[src/rtl/rd53_afe_lbnl_fe_ctrl.sv]
// Per-pixel front-end controller for the LBNL AFE: shadow/active config pair
// with atomic apply, and discriminator-to-ToT hit records over valid/ready.
module rd53_afe_lbnl_fe_ctrl #(
    parameter int TOT_W       = 4,
    parameter int SYNC_STAGES = 2
) (
    input  logic             clk,
    input  logic             rst_b,
    input  logic             enable,
    input  logic             cfg_wr,
    input  logic [9:0]       cfg_data,
    input  logic             cfg_apply,
    output logic             cfg_busy,
    output logic             afe_S0,
    output logic             afe_S1,
    output logic [3:0]       afe_DTH1,
    output logic [3:0]       afe_DTH2,
    input  logic             afe_outdis,
    output logic             hit_valid,
    output logic [TOT_W-1:0] hit_tot,
    input  logic             hit_ready,
    output logic [7:0]       drop_cnt
);

    localparam logic [TOT_W-1:0] TOT_MAX = '1;

    typedef enum logic {
        IDLE   = 1'b0,
        ACTIVE = 1'b1
    } state_t;

    state_t                 state_q, state_d;
    logic [SYNC_STAGES-1:0] sync_q;
    logic                   disc, disc_q, rise;
    logic [TOT_W-1:0]       tot_q, tot_d;
    logic                   commit, buf_free;
    logic                   hit_valid_q, hit_valid_d;
    logic [TOT_W-1:0]       hit_tot_q, hit_tot_d;
    logic [7:0]             drop_q, drop_d;
    logic [9:0]             shadow_q, shadow_d;
    logic [9:0]             active_q, active_d;
    logic                   pend_q, pend_d;
    logic                   pend_eff, wr_ok, xfer;

    // Discriminator is active-low; idle level 1 keeps the chain inactive out of reset.
    assign disc = ~sync_q[SYNC_STAGES-1];
    assign rise = disc & ~disc_q;

    always_ff @(posedge clk or negedge rst_b) begin
        if (!rst_b) begin
            sync_q <= '1;
            disc_q <= 1'b0;
        end else begin
            sync_q <= {sync_q[SYNC_STAGES-2:0], afe_outdis};
            disc_q <= disc;
        end
    end

    always_comb begin
        state_d = state_q;
        tot_d   = tot_q;
        commit  = 1'b0;
        case (state_q)
            IDLE: begin
                if (enable && rise) begin
                    tot_d   = TOT_W'(1);
                    state_d = ACTIVE;
                end
            end
            ACTIVE: begin
                if (!enable) begin
                    tot_d   = '0;
                    state_d = IDLE;
                end else if (disc) begin
                    if (tot_q != TOT_MAX) begin
                        tot_d = tot_q + TOT_W'(1);
                    end
                end else begin
                    commit  = 1'b1;
                    tot_d   = '0;
                    state_d = IDLE;
                end
            end
            default: begin
                tot_d   = '0;
                state_d = IDLE;
            end
        endcase
    end

    // A pop and a push may share a cycle, so a ready consumer frees the slot.
    assign buf_free = ~hit_valid_q | hit_ready;

    always_comb begin
        hit_valid_d = hit_valid_q & ~hit_ready;
        hit_tot_d   = hit_tot_q;
        drop_d      = drop_q;
        if (commit) begin
            if (buf_free) begin
                hit_valid_d = 1'b1;
                hit_tot_d   = tot_q;
            end else if (drop_q != 8'hFF) begin
                drop_d = drop_q + 8'd1;
            end
        end
    end

    // Transfer also fires in the commit/abort cycle so the new config lands on
    // the edge that returns the FSM to IDLE, never while a hit is in flight.
    always_comb begin
        wr_ok    = cfg_wr & ~pend_q;
        shadow_d = wr_ok ? cfg_data : shadow_q;
        pend_eff = pend_q | cfg_apply;
        xfer     = pend_eff & ((state_q == IDLE) || (state_d == IDLE));
        active_d = xfer ? shadow_d : active_q;
        pend_d   = pend_eff & ~xfer;
    end

    always_ff @(posedge clk or negedge rst_b) begin
        if (!rst_b) begin
            state_q     <= IDLE;
            tot_q       <= '0;
            hit_valid_q <= 1'b0;
            hit_tot_q   <= '0;
            drop_q      <= '0;
            shadow_q    <= '0;
            active_q    <= '0;
            pend_q      <= 1'b0;
        end else begin
            state_q     <= state_d;
            tot_q       <= tot_d;
            hit_valid_q <= hit_valid_d;
            hit_tot_q   <= hit_tot_d;
            drop_q      <= drop_d;
            shadow_q    <= shadow_d;
            active_q    <= active_d;
            pend_q      <= pend_d;
        end
    end

    assign cfg_busy  = pend_q;
    assign afe_S0    = active_q[9];
    assign afe_S1    = active_q[8];
    assign afe_DTH1  = active_q[7:4];
    assign afe_DTH2  = active_q[3:0];
    assign hit_valid = hit_valid_q;
    assign hit_tot   = hit_tot_q;
    assign drop_cnt  = drop_q;

endmodule

[config.mk]
export PLATFORM = sky130hd
export DESIGN_NAME = rd53_afe_lbnl_fe_ctrl
export DESIGN_NICKNAME = d
export VERILOG_FILES = /design/src/rtl/rd53_afe_lbnl_fe_ctrl.sv
export SDC_FILE = /design/constraint.sdc
export NUM_CORES = 1
export LEC_CHECK = 0
export ABC_AREA = 1
export BUFFER_PORTS_ARGS = -buffer_cell sky130_fd_sc_hd__buf_2
export CORE_ASPECT_RATIO = 1.75
export CORE_MARGIN = 2
export CORE_UTILIZATION = 40
export CTS_CLUSTER_DIAMETER = 100
export DETAILED_ROUTE_END_ITERATION = 10
export PLACE_DENSITY = 0.73
export SYNTH_ARGS = -nofsm -noshare
export SYNTH_HDL_FRONTEND = slang
export SYNTH_SLANG_ARGS = --single-unit
[constraint.sdc]
create_clock -name clk -period 1.3 [get_ports clk]
set_input_delay 0.065 -clock clk [delete_from_list [all_inputs] [get_ports clk]]
set_output_delay 0.065 -clock clk [all_outputs]
set_load 0.01 [all_outputs]
==> flow_summary.yaml <==
outcome:
  status: "completed"
power_and_ir_drop:
  power.density_mw_per_mm2: 1170
  p_leak_uw: 0.00131
  ir_drop_uv: 1050
synth:
  synth_area_leaders: "dfrtp_1, nand2_1, inv_1"
  yosysWarningCount: 0
  yosys.area.top_type: "dfrtp_1"
  synth.most_common_cell: "nand2_1"
  async_reset_ff_share_pct: 100
  synth_top_area_share_pct: 53.1
  avgSynthCellArea_um2: 8.85
  yosysSeqAreaShare_pct: 55.9
  synth_cell_types: 27
  synth_seq_cells: 42
  synth_edf_count: 0
  yosys-top-cells-count: "nand2_1, dfrtp_1, inv_1, nand3_1, o21ai_2"
  synthesis.nets: 232
  synthesis.area_mm2: 0.00188
  synthFlopType: "dfrtp_1"
  netlist_instances: 213
clocking:
  clk_pin_slew_ns: 0.08
  h-tree-depth: 2
  cts_num_sinks: 42
  clock-root-buffer: "clkbuf_8"
  tritoncts: "built"
  clock_path_buffers: 2
  clkLatencyLatePin_ns: 0.29
  cts_buffers: 5
finish:
  fill_cells: 449
  syn2layout_area_growth_pct: 29.1
  final_util_pct: 52.6
  drive_above_1_share_pct: 32.6
  finalNetCount: 291
  layoutNonFillerInstCount: 325
  n_antenna_cell: 0
critical_path:
  cp_data_required_time_ns: 1.48
  ff2ff_setup_slack_ns: 0.005
  endpoint_kind: "register"
  worst_setup_path_start_kind: "register"
  cp_max_fo: 8
  path_class: "register to register"
  worstPathArrival_ns: 1.47
routing:
  wl_per_cell_um: 11.8
  wl_met3_um: 165
  wirelength_um: 3830
  dr.pass1.iters: 4
  detail-route-antenna-nets: 0
  top_layer: "met4"
  vias: 1561
  dr_wl_met2_um: 2000
  drtIter0Drc: 20
  drc: 0
  met1Wirelength_um: 1560
  routed_via_density: 4.80
timing:
  slew_viol_final: 0
  finalCriticalPeriod_ns: 1.29
  rsz0062_at_grt: "true"
  period_share_pct: 99.6
  max_freq_mhz: 772
  hold_slack_ns: 0.0257
  slew_headroom_pct: 75.8
  tightest_slew_ns: 0.363
  final_hold_viol_count: 0
  worst_slack_ns: 0.00541
  final.setup.tns_ns: 0
  setup_viol: 0
  skew_ns: 0.00992
global_routing:
  grt_max_degree: 29
  grt_first_pass_wirelength_um: 6360
  grt_pass1_vias: 1541
  overflow: 0
  antenna_found_initial: 0
  track_usage_pct: 15.1
run:
  max-cap-violations: 0
floorplanning:
  rows: 33
  die-width_um: 55.9
  start_util_pct: 40.7
  core-area_mm2: 0.00462
  die_h_um: 94.8
  die_area_mm2: 0.00530
  io_pins: 41
place:
  dp_hpwl_um: 2660
  dpl.cell_count: 307
  gp_congestion: 0.808
  dp_slack_ns: 0.0212
  io_buffers: 40
hold_path:
  hold_path.class: "primary input to register"
## cell type report
cell class	instances	area [um^2]	share of cell area (%)
multi-input cells	139	724	29.8
flip-flops and latches	42	1050	43.3
repair inverters	1	5.00	0.206
inverters	28	110	4.52
repair buffers	55	364	15.0
clock inverters	2	37.5	1.54
clock buffers	6	72.6	2.98
well taps	52	65.1	2.67
## per-stage QoR
step | area (um^2) | power [uW]
global route | 2430 | 2990
detailed placement | 2190 | 1840
finish | 2430 | 2840
global placement | 2190 | 1830
floorplan | 1890 | 1680
CTS | 2320 | 2860
## power breakdown
part / leakage [uW] / total, uW / internal (uW) / switching [uW]
registers: 0.000539 / 1460 / 1410 / 49.9
clock network: 0.0000514 / 1010 / 573 / 440
logic: 0.000715 / 370 / 159 / 211
## layer usage
layer  global-route usage [%]  up-vias
met5                        0        -
met4                     8.13        0
met3                     3.15        9
met2                     27.7       39
met1                     16.0      731
li1                         -      782
## cell families (layout without fill, tap and decap cells)
family,after synthesis,count (layout),synth area share [%]
AOI/OAI and AO/OA,22,22,8.10
xor gates and xnor gates,2,2,0.930
adders and majority gates,2,2,1.33
buffers and inverters,32,92,7.50
DFF,42,42,55.9
and+or+nand+nor,113,113,26.2
## flip-flops by register name, indices dropped and copies added (netlist names)
signal,flops
active_q,10
sync_q,2
hit_valid,1
shadow_q,10
state_q,1
hit_tot,4
disc_q,1
tot_q,4
cfg_busy,1
drop_cnt,8
## placed cells by master, fill, tap and decap left out, types with 6 or more instances in the layout
| cell type | count |
|---|---|
| buf_2 | 40 |
| buf_4 | 9 |
| dfrtp_1 | 39 |
| inv_1 | 26 |
| nand2_1 | 73 |
| nand2_2 | 6 |
| nand3_1 | 13 |
| nor2_1 | 7 |
| o21ai_0 | 6 |
| o21ai_2 | 10 |
## worst paths after layout
| path | from | endpoint | cells after the start |
|---|---|---|---|
| setup / recovery | sync_q[1]$_DFF_PN1_ | drop_cnt[0]$_DFFE_PN0P_ | 5 |
| hold / removal | cfg_data[3] | shadow_q[3]$_DFF_PN0_ | 3 |
| setup reg to reg | sync_q[1]$_DFF_PN1_ | drop_cnt[0]$_DFFE_PN0P_ | 5 |
| hold reg to reg | sync_q[0]$_DFF_PN1_ | sync_q[1]$_DFF_PN1_ | 0 |
| max in group asynchronous | rst_b | sync_q[1]$_DFF_PN1_ | 3 |
| min in group asynchronous | rst_b | tot_q[3]$_DFFE_PN0P_ | 2 |
## worst max-delay path, stage by stage (launching register included)
cell     delay [ns]
dfstp_2        0.62
nand3_4        0.10
nor2_4         0.10
nand2_4        0.10
buf_4          0.15
xnor2_1        0.11
## repair_timing
item / CTS / global route
endpoints found under the setup margin: 0 / 19
hold buffers: 2 / 0
buffers inserted: 0 / 6
resized for setup: 0 / 13
endpoints found under the hold margin: 15 / 0
Note: power is estimated with default switching activity, not from simulation.
